### src/rtl/multi_channel_gate_counter.sv
// multi_channel_gate_counter
//   Counts rising edges on CHANNELS pulse inputs while GATE is high. When GATE
//   falls, the counts are frozen into a snapshot bank. The snapshot is then
//   unloaded one word per channel over a valid/ready handshake. A new window
//   that opens while an unload is still in progress is rejected and flagged
//   on DROP.
//
//   Optional feature: define GATE_COUNTER_OVERFLOW_FLAG_EN to add a sticky
//   per-channel overflow bit, presented on OUT_OVF alongside OUT_COUNT.
//
// Ports
//   CLK        in   clock, rising edge
//   RST        in   synchronous active-high reset
//   GATE       in   counting window (high = count)
//   PMT        in   [CHANNELS] pulse inputs
//   OUT_VALID  out  result word available
//   OUT_READY  in   downstream accepts result word
//   OUT_CHAN   out  channel index of the current word
//   OUT_COUNT  out  [WIDTH] count of channel OUT_CHAN in the last window
//   OUT_LAST   out  current word is the final channel
//   BUSY       out  FSM not idle
//   DROP       out  one-cycle pulse when a window is rejected
//   OUT_OVF    out  (optional) sticky overflow of channel OUT_CHAN
module multi_channel_gate_counter #(
  parameter int CHANNELS = 4,
  parameter int WIDTH    = 8,
  parameter bit SATURATE = 1'b1,
  localparam int CW      = (CHANNELS > 1) ? $clog2(CHANNELS) : 1
) (
  input  logic                CLK,
  input  logic                RST,
  input  logic                GATE,
  input  logic [CHANNELS-1:0] PMT,
  output logic                OUT_VALID,
  input  logic                OUT_READY,
  output logic [CW-1:0]       OUT_CHAN,
  output logic [WIDTH-1:0]    OUT_COUNT,
  output logic                OUT_LAST,
  output logic                BUSY,
  output logic                DROP
`ifdef GATE_COUNTER_OVERFLOW_FLAG_EN
  ,
  output logic                OUT_OVF
`endif
);

  localparam logic [WIDTH-1:0] CNT_MAX  = '1;
  localparam logic [WIDTH-1:0] CNT_ONE  = WIDTH'(1);
  localparam logic [CW-1:0]    IDX_LAST = CW'(CHANNELS - 1);

  typedef enum logic [1:0] {IDLE, COUNT, UNLOAD} state_t;

  state_t              state, state_nxt;
  logic                gate_p1;
  logic [CHANNELS-1:0] pmt_p1;
  logic [WIDTH-1:0]    cnt  [CHANNELS];
  logic [WIDTH-1:0]    snap [CHANNELS];
  logic [CW-1:0]       idx;
  logic                drop_p1;

  logic                rise, fall, unload, xfer, at_last;
  logic [CHANNELS-1:0] edges;

  function automatic logic [WIDTH-1:0] inc_sat(input logic [WIDTH-1:0] v);
    if (v == CNT_MAX) return SATURATE ? CNT_MAX : '0;
    return v + CNT_ONE;
  endfunction

  assign rise    = GATE & ~gate_p1;
  assign fall    = ~GATE & gate_p1;
  assign edges   = PMT & ~pmt_p1;
  assign unload  = (state == UNLOAD);
  assign at_last = (idx == IDX_LAST);
  assign xfer    = unload & OUT_READY;

  always_comb begin
    state_nxt = state;
    case (state)
      IDLE:    if (rise) state_nxt = COUNT;
      COUNT:   if (fall) state_nxt = UNLOAD;
      UNLOAD:  if (xfer && at_last) state_nxt = IDLE;
      default: state_nxt = IDLE;
    endcase
  end

  always_ff @(posedge CLK) begin
    if (RST) state <= IDLE;
    else     state <= state_nxt;
  end

  // Edge-detect stage: previous-cycle inputs reset high so levels already
  // asserted at reset release do not look like fresh edges.
  always_ff @(posedge CLK) begin
    if (RST) begin
      gate_p1 <= 1'b1;
      pmt_p1  <= '1;
    end else begin
      gate_p1 <= GATE;
      pmt_p1  <= PMT;
    end
  end

`ifdef GATE_COUNTER_OVERFLOW_FLAG_EN
  logic [CHANNELS-1:0] ovf, snap_ovf, at_max;

  always_comb begin
    at_max = '0;
    for (int n = 0; n < CHANNELS; n++) at_max[n] = (cnt[n] == CNT_MAX);
  end
`endif

  // Counter / snapshot stage
  always_ff @(posedge CLK) begin
    if (RST) begin
      for (int n = 0; n < CHANNELS; n++) begin
        cnt[n]  <= '0;
        snap[n] <= '0;
      end
      idx     <= '0;
      drop_p1 <= 1'b0;
`ifdef GATE_COUNTER_OVERFLOW_FLAG_EN
      ovf      <= '0;
      snap_ovf <= '0;
`endif
    end else begin
      // Any rise seen during unload (including on the final transfer) is lost.
      drop_p1 <= unload & rise;
      case (state)
        IDLE: begin
          if (rise) begin
            // Edges coinciding with the window opening are counted.
            for (int n = 0; n < CHANNELS; n++) cnt[n] <= edges[n] ? CNT_ONE : '0;
`ifdef GATE_COUNTER_OVERFLOW_FLAG_EN
            ovf <= '0;
`endif
          end
        end
        COUNT: begin
          if (fall) begin
            // Edges in the closing cycle are deliberately not counted.
            for (int n = 0; n < CHANNELS; n++) snap[n] <= cnt[n];
            idx <= '0;
`ifdef GATE_COUNTER_OVERFLOW_FLAG_EN
            snap_ovf <= ovf;
`endif
          end else begin
            for (int n = 0; n < CHANNELS; n++)
              if (edges[n]) cnt[n] <= inc_sat(cnt[n]);
`ifdef GATE_COUNTER_OVERFLOW_FLAG_EN
            ovf <= ovf | (edges & at_max);
`endif
          end
        end
        UNLOAD: begin
          // Index returns to 0 after the last word so OUT_CHAN idles at 0.
          if (xfer) idx <= at_last ? '0 : idx + CW'(1);
        end
        default: ;
      endcase
    end
  end

  assign OUT_VALID = unload;
  assign OUT_LAST  = unload & at_last;
  assign OUT_CHAN  = idx;
  assign OUT_COUNT = unload ? snap[idx] : '0;
  assign BUSY      = (state != IDLE);
  assign DROP      = drop_p1;
`ifdef GATE_COUNTER_OVERFLOW_FLAG_EN
  assign OUT_OVF   = unload & snap_ovf[idx];
`endif

endmodule

### config.mk
export PLATFORM = sky130hd
export DESIGN_NAME = multi_channel_gate_counter
export DESIGN_NICKNAME = d
export VERILOG_FILES = /design/src/rtl/multi_channel_gate_counter.sv
export SDC_FILE = /design/constraint.sdc
export NUM_CORES = 1
export LEC_CHECK = 0
export ABC_AREA = 0
export BUFFER_PORTS_ARGS = -buffer_cell sky130_fd_sc_hd__buf_2
export CAP_MARGIN = 15
export CELL_PAD_IN_SITES_DETAIL_PLACEMENT = 1
export CELL_PAD_IN_SITES_GLOBAL_PLACEMENT = 2
export CORE_ASPECT_RATIO = 2
export CORE_MARGIN = 2
export CORE_UTILIZATION = 35
export CTS_CLUSTER_DIAMETER = 200
export DETAILED_ROUTE_END_ITERATION = 10
export PLACE_DENSITY = 0.71
export SLEW_MARGIN = 30
export SYNTH_ARGS = -nofsm -noshare
export SYNTH_HDL_FRONTEND = slang
export SYNTH_SLANG_ARGS = --single-unit
### constraint.sdc
create_clock -name CLK -period 2.4 [get_ports CLK]
set_clock_uncertainty 0.2 [all_clocks]
set_input_delay 0 -clock CLK [delete_from_list [all_inputs] [get_ports CLK]]
set_output_delay 0 -clock CLK [all_outputs]
set_load 0.01 [all_outputs]
==> metrics.txt, run 1 <==
Placed Area=3870 sq um; Max VDD drop=0.305 mV; initial antenna violation count=0; Port Buffers=21; Tmin final=2.08 ns; slowest CP cell=or3_1; CP max stage delay=0.50 ns; Synth top area share=47.8%; Max Cap Violations=0; Slew headroom=53.9%; First-pass DRT Iterations=4; Routed WL per cell=16.8 um; Rows=52; Slew @ Worst Pin=0.682 ns; Root Buffer=clkbuf_16; startpoint types=flip-flop; Power Total=2.98 mW; critical path endpoint category=flip-flop; n_diodes=0; die area=11100 sq um; Worst-Skew Late Latency=0.33 ns; number of global-route vias before repair=2440; clk slew on worst S/H paths=0.06 ns; wire length on met3=132 um; DRT iter0 DRCs=112; Post-CTS Setup Bufs=0; Fin. Hold Viols=0; Seq/Total Area, Yosys=58.4%; syn_nets=316; post-route ant nets=0; WS Path Type=reg -> reg; vias per cell=4.91; leakage=1.57 nW; Post-Route WL=8070 um; final setup vio count=0; via count=2351; routability congestion estimate=0.761; wl on met1=3130 um; All-Layer GR Usage=16.0%; core area=10000 sq um; Crit path required time=2.20 ns; Initial Utilization=35.8%; detailed-route DRC error count=0; pin count of the biggest net entering global routing=33; die width=75.6 um; Clock Path Buffers=2; dpl hpwl=6180 um; pwr/cell area=698 nW/um^2; Synth Warn #=0; total CTS buffers=9; fin area=4280 sq um; FF+latch count, synth=76; global-route wire length before repair=13000 um; WL met2=4660 um; library cells used by synthesis=38; I/O Pins=22; worst path arrival time=1.88 ns; Layout Nets=352; Die Y=147 um; mapped cell area=3580 sq um; HP Class=in -> reg; outcome=completed; CTS tree=yes; RSZ-0062 raised after global routing=no; TNS Setup=0 ns; Commonest cells post-synth=edfxtp_1 (57), and2_1 (40), a21oi_1 (24); most used cell along the critical path=nand2_1; Synth area leaders=edfxtp_1 (48%), dfxtp_1 (11%), and2_1 (7.0%); layout cells sized above 1=17.7%; Main synth FF type=edfxtp_1; synthesis-to-layout area growth=19.3%; Synth area leader=edfxtp_1; Mapped Cells=303; post-synthesis async set-or-reset flop share=0%; gr ovfl total=0; Slew Viols, Final=0; syn avg cell area=11.8 sq um; htree depth=3; FMAX=480 MHz; Final Cycle Share=86.9%; critical-path cell list=nor2b_1, nand2_1, or3_1, nand2_1; CP max FO=8; count of flip-flops with a built-in enable after synthesis=57; final core occ=42.7%; Num Clock Sinks=76; most frequent cell after synthesis=edfxtp_1; Post-CTS Resized=0; Max Used Layer=met4
-- power breakdown --
group / switching [mW] / internal, mW
logic: 0.0747 / 0.0613
registers: 0.0411 / 1.46
clock network: 0.513 / 0.830
total: 0.629 / 2.36
-- cell type report --
cell class | count | area (sq um)
clock buffer | 10 | 239
clock inverter | 6 | 63.8
fill | 1117 | 5740
inverter | 6 | 22.5
multi-input combinational | 209 | 1430
sequential | 76 | 2090
tap | 135 | 169
timing repair buffer | 37 | 263
-- final timing paths --
kind	depth (start not counted)	from	slack (ns)	to
setup / recovery	4	state[0]	0.32	cnt[1][1]
hold / removal	3	PMT[0]	0.21	pmt_p1[0]
setup reg to reg	4	state[0]	0.32	cnt[1][1]
hold reg to reg	2	cnt[2][1]	0.34	cnt[2][1]
-- critical path: cells and delay by family, from the launching register on --
family / cells / cell delay [ns]
and+or+nand+nor: 4 / 1.16
DFF: 1 / 0.39
-- routing by layer --
layer  up-vias  global-route usage [%]
li1       1183                       -
met1      1133                    17.8
met2        24                    29.3
met3        11                    2.26
met4         0                    6.05
met5         -                       0
-- what timing repair did --
item / 4_1_cts / 5_1_grt
endpoints found under the setup margin: 0 / 0
endpoints found under the hold margin: 20 / 0
hold buffers: 10 / 0
-- kinds of logic (layout without fill, tap and decap cells) --
kind of cell	count (synthesis)	after routing	synth area share, %
and+or+nand+nor	142	142	22.7
adders and majority gates	5	5	1.75
buffers and inverters	18	59	1.96
muxes	10	10	5.59
AOI/OAI and AO/OA	40	40	6.67
DFF	76	76	58.4
xor gates and xnor gates	12	12	2.93
-- state kept, by name (all words and copies together), names as in the netlist, named ones only --
register and flops:
OUT_CHAN 2, cnt 32, state 2, pmt_p1 4
snap 32, gate_p1 1, DROP 1
-- through the flow --
step / hold slack [ns] / cells / worst slack [ns]
after floorplan: -0.0962 / 303 / 0.567
after global placement: 0.00517 / 453 / 0.340
after detailed placement: 0.00930 / 453 / 0.311
after CTS: 0.206 / 479 / 0.292
after global routing: 0.248 / 479 / 0.103
final: 0.214 / 479 / 0.315
-- placed cells by master, fill, tap and decap left out, types with 4 or more instances in the layout --
cell / synthesis / final
nor2b_1: 5 / 5
nand3_1: 12 / 12
o21ai_0: 4 / 4
xor2_1: 5 / 5
mux4_2: 8 / 8
dlygate4sd3_1: 0 / 10
nand2_1: 12 / 12
and2_1: 40 / 40
buf_2: 2 / 21
dfxtp_1: 19 / 19
nor3_1: 12 / 11
a21oi_1: 24 / 24
buf_4: 0 / 5
nor2_1: 17 / 17
xnor2_1: 7 / 7
nand2b_1: 8 / 8
inv_1: 6 / 6
edfxtp_1: 57 / 57
ha_1: 5 / 5
nand4_1: 4 / 4
clkbuf_16: 0 / 9
or2_2: 9 / 9
and3_1: 7 / 7
No activity file was read; power rests on OpenSTA's default activity.
==> inputs of run 2 (changes only) <==
- CTS_BUF_LIST: not set -> sky130_fd_sc_hd__clkbuf_2 sky130_fd_sc_hd__clkbuf_4 sky130_fd_sc_hd__clkbuf_8
==> run 2 against run 1 <==
  * Cell count grew 0.63%
  * Combinational power hardly changed
  * Via count is 0.72% higher
  * Register-to-register slack is essentially flat
  * Fmax down 0.40%
  * Sequential share of layout area up 0.83 points
  * Total power is 12% lower
==> metrics.txt, run 2 (synthesized netlist as in run 1, its figures left out) <==
Max Cap Violations=0; TNS Setup=0 ns; Slew @ Worst Pin=0.707 ns; pin count of the biggest net entering global routing=33; Fin. Hold Viols=0; Slew headroom=52.2%; DRT iter0 DRCs=92; number of global-route vias before repair=2435; layout cells sized above 1=17.6%; Post-CTS Setup Bufs=0; leakage=1.53 nW; most common cell after layout, fill and taps aside=edfxtp_1; All-Layer GR Usage=16.1%; final core occ=42.0%; Hold-fix buffers, CTS=13; Initial Utilization=35.8%; Reg2Reg Capture Point=cnt[1][1]; global-route wire length before repair=13000 um; I/O Pins=22; Int Power=2.03 mW; Tmin final=2.09 ns; worst path arrival time=1.92 ns; worst r2r src=state[0]; FF-to-FF setup slack=0.31 ns; fin area=4200 sq um; n_diodes=0; Port Buffers=21; total CTS buffers=9; CP max FO=8; WS Path Type=reg -> reg; die width=75.6 um; Root Buffer=clkbuf_8; biggest regs=cnt: 32 flops, snap: 32 flops, pmt_p1: 4 flops; synthesis-to-layout area growth=17.3%; Num Clock Sinks=76; RSZ-0062 raised after global routing=no; Comb pwr share=5.3%; Post-Route WL=8090 um; Placed Area=3870 sq um; htree depth=3; post-route ant nets=0; critical path endpoint category=flip-flop; pwr/cell area=625 nW/um^2; gr ovfl total=0; Worst Hold End=cnt[2][1]; final setup vio count=0; CTS tree=yes; Psw=597 uW; Worst-Skew Late Latency=0.35 ns; via count=2368; HP Class=reg -> reg; routability congestion estimate=0.761; die area=11100 sq um; initial antenna violation count=0; dpl hpwl=6180 um; First-pass DRT Iterations=4; Layout Nets=355; Rows=52; Clock power frac=37.5%; Final Cycle Share=87.2%; Post-CTS Resized=0; Hold Crit Start=cnt[2][1]; sequential share of power=57.2%; startpoint types=flip-flop; Hold Path Stages=2; outcome=completed; vias per cell=4.91; Worst Reg-to-Reg Cells=4; Power Total=2.63 mW; core area=10000 sq um; FMAX=478 MHz; Crit path required time=2.23 ns; Routed WL per cell=16.8 um; most frequent cells in the layout=edfxtp_1 (57), and2_1 (40), a21oi_1 (24); clk slew on worst S/H paths=0.08 ns; Max VDD drop=0.375 mV; Hold WS=0.336 ns; Slew Viols, Final=0; Die Y=147 um; Clock Path Buffers=2; switching share of power=22.7%; detailed-route DRC error count=0
## run 2: changes by cell type in the layout (fill, tap and decap cells not counted), sizes merged
| cell | change |
|---|---|
| dlygate4sd3 | +3 |
## run 2: worst max-delay path: stages (launching register included)
cell and delay [ns]:
dfxtp_1 0.40, nor2b_1 0.23, nand2_1 0.12, or3_1 0.50
nand2_1 0.31
## run 2: per-layer routing
layer / GRT usage (%) / routed length (um)
met4: 5.79 / 136
met2: 29.3 / 4680
met3: 3.09 / 148
met5: 0 / 0
met1: 17.7 / 3130
## run 2: worst max-delay path by stage
stage / slack (ns) / end / cells past startpoint / start
final: 0.31 / cnt[1][1] / 4 / state[0]
after global routing: 0.10 / cnt[1][1] / 4 / state[0]
after CTS: 0.27 / OUT_COUNT[2] / 3 / flip-flop
after detailed placement: 0.31 / cnt[1][6] / 4 / state[0]
after global placement: 0.34 / cnt[1][7] / 4 / state[0]
after floorplan: 0.57 / cnt[1][0] / 5 / state[0]
## run 2: through the flow
step | setup slack (ns) | std cells
after floorplan | 0.567 | 303
after global placement | 0.340 | 453
after detailed placement | 0.311 | 453
after CTS | 0.270 | 482
after global routing | 0.100 | 482
final | 0.307 | 482
## run 2: power groups by stage
stage	Clock [mW]	Combinational, mW	Sequential (mW)
final	0.987	0.139	1.50
after global routing	1.07	0.155	1.51
after CTS	1.02	0.142	1.50
after detailed placement	0	0.126	1.54
after global placement	0	0.124	1.53
after floorplan	0	0.0850	1.51
## run 2: layout make-up
cell class	instances	area (sq um)
clock buffers	10	138
clock inverters	6	63.8
fillers	1132	5820
inverters	6	22.5
multi-input cells	209	1430
flip-flops and latches	76	2090
well taps	135	169
repair buffers	40	293
==> inputs of run 3 (changes only) <==
- BUFFER_PORTS_ARGS: -buffer_cell sky130_fd_sc_hd__buf_2 -> not set
- DONT_BUFFER_PORTS: not set -> 1
- PLACE_DENSITY: 0.71 -> 0.68
==> run 3 against run 2 <==
  * The run now ends with hold timing left
  * Global-route usage increased by 0.21 points
  * Total power is 6.0% lower
  * Cell area down 4.5%
  * Critical path type unchanged
  * Largest power group unchanged
==> metrics.txt, run 3 (synthesized netlist as in run 1, its figures left out) <==
outcome=finished with violations; failing checks=hold timing; Fin. Hold Viols=12; FMAX=478 MHz; Initial Utilization=35.8%; All-Layer GR Usage=16.3%; routability congestion estimate=0.789; Worst-Skew Late Latency=0.34 ns; Final Instance Count excl. Fillers=455; Post-Place Cells=430; HP Class=in -> reg; most frequent cells in the layout=edfxtp_1 (57), and2_1 (40), a21oi_1 (24); synthesis-to-layout area growth=12.1%; post-route ant nets=0; Max Cap Violations=0; startpoint types=flip-flop; Die Y=147 um; CTS tree=yes; via count=2303; most common cell after layout, fill and taps aside=edfxtp_1; initial antenna violation count=0; leakage=1.41 nW; gr ovfl total=0; Routed WL per cell=17.7 um; final setup vio count=0; CP max FO=8; RSZ-0062 raised after global routing=no; layout cells sized above 1=12.2%; pin count of the biggest net entering global routing=33; Slew headroom=51.0%; Hold WS=-0.0138 ns; n_diodes=0; vias per cell=5.06; Root Buffer=clkbuf_8; Placed Area=3750 sq um; final core occ=40.1%; total CTS buffers=9; Tmin final=2.09 ns; global-route wire length before repair=13200 um; worst path arrival time=1.91 ns; fin area=4020 sq um; DRT iter0 DRCs=113; biggest regs=cnt: 32 flops, snap: 32 flops, pmt_p1: 4 flops; Place WS=0.119 ns; First-pass DRT Iterations=4; final worst setup slack=0.310 ns; die width=75.6 um; Layout Nets=328; Post-CTS Setup Bufs=0; Power Total=2.47 mW; die area=11100 sq um; Clock Path Buffers=2; Final Cycle Share=87.1%; Num Clock Sinks=76; number of global-route vias before repair=2437; clk slew on worst S/H paths=0.07 ns; detailed-route DRC error count=0; I/O Pins=22; TNS Setup=0 ns; Slew @ Worst Pin=0.732 ns; Port Buffers=0; pwr/cell area=616 nW/um^2; WS Path Type=reg -> reg; Rows=52; critical path endpoint category=flip-flop; Post-Route WL=8060 um; Max VDD drop=0.252 mV; core area=10000 sq um; htree depth=3; dpl hpwl=6120 um; Crit path required time=2.22 ns; Slew Viols, Final=0
==> run 3: cell types whose count changed in the layout (fill, tap and decap cells not counted), moves of 2 or more <==
| cell | change |
|---|---|
| clkbuf_4 | +4 |
| buf_4 | -2 |
| buf_2 | -21 |
| dlygate4sd3_1 | -4 |
| clkinvlp_4 | -2 |
==> run 3: area by class of cell <==
type / instances / area (sq um)
clock buffer: 13 / 154
clock inverter: 3 / 15.0
multi-input combinational: 209 / 1430
inverter: 6 / 22.5
tap: 135 / 169
fill: 1139 / 6000
timing repair buffer: 13 / 133
sequential: 76 / 2090
==> run 3: report_power, final <==
group          internal [mW]  switching (mW)
clock network          0.417           0.426
registers               1.46          0.0410
logic                 0.0534          0.0721
==> run 3: layer usage <==
| layer | vias to the layer above | part of all wire, % | track usage (%) |
|---|---|---|---|
| li1 | 1138 | - | - |
| met1 | 1125 | 39 | 18.2 |
| met2 | 29 | 56 | 28.7 |
| met3 | 11 | 2.0 | 3.22 |
| met4 | 0 | 2.3 | 7.11 |
| met5 | - | 0 | 0 |
==> run 3: repair_timing <==
item / in CTS / in global routing
hold buffers: 9 / 0
setup endpoints to repair: 0 / 16
gates resized for setup: 0 / 1
hold endpoints to repair: 64 / 0
==> run 3: critical path, stage by stage, from the launching register on <==
cell and delay [ns]:
dfxtp_1 0.39, nor2b_1 0.23, nand2_1 0.10, or3_1 0.51, nand2_1 0.33
==> run 3: path summary, 6_finish.rpt <==
| path | startpoint | to | slack [ns] | cells after the start |
|---|---|---|---|---|
| setup / recovery | state[0] | cnt[1][0] | 0.31 | 4 |
| hold / removal | RST | cnt[3][1] | -0.01 | 3 |
| setup reg to reg | state[0] | cnt[1][0] | 0.31 | 4 |
| hold reg to reg | cnt[2][1] | cnt[2][1] | 0.35 | 2 |
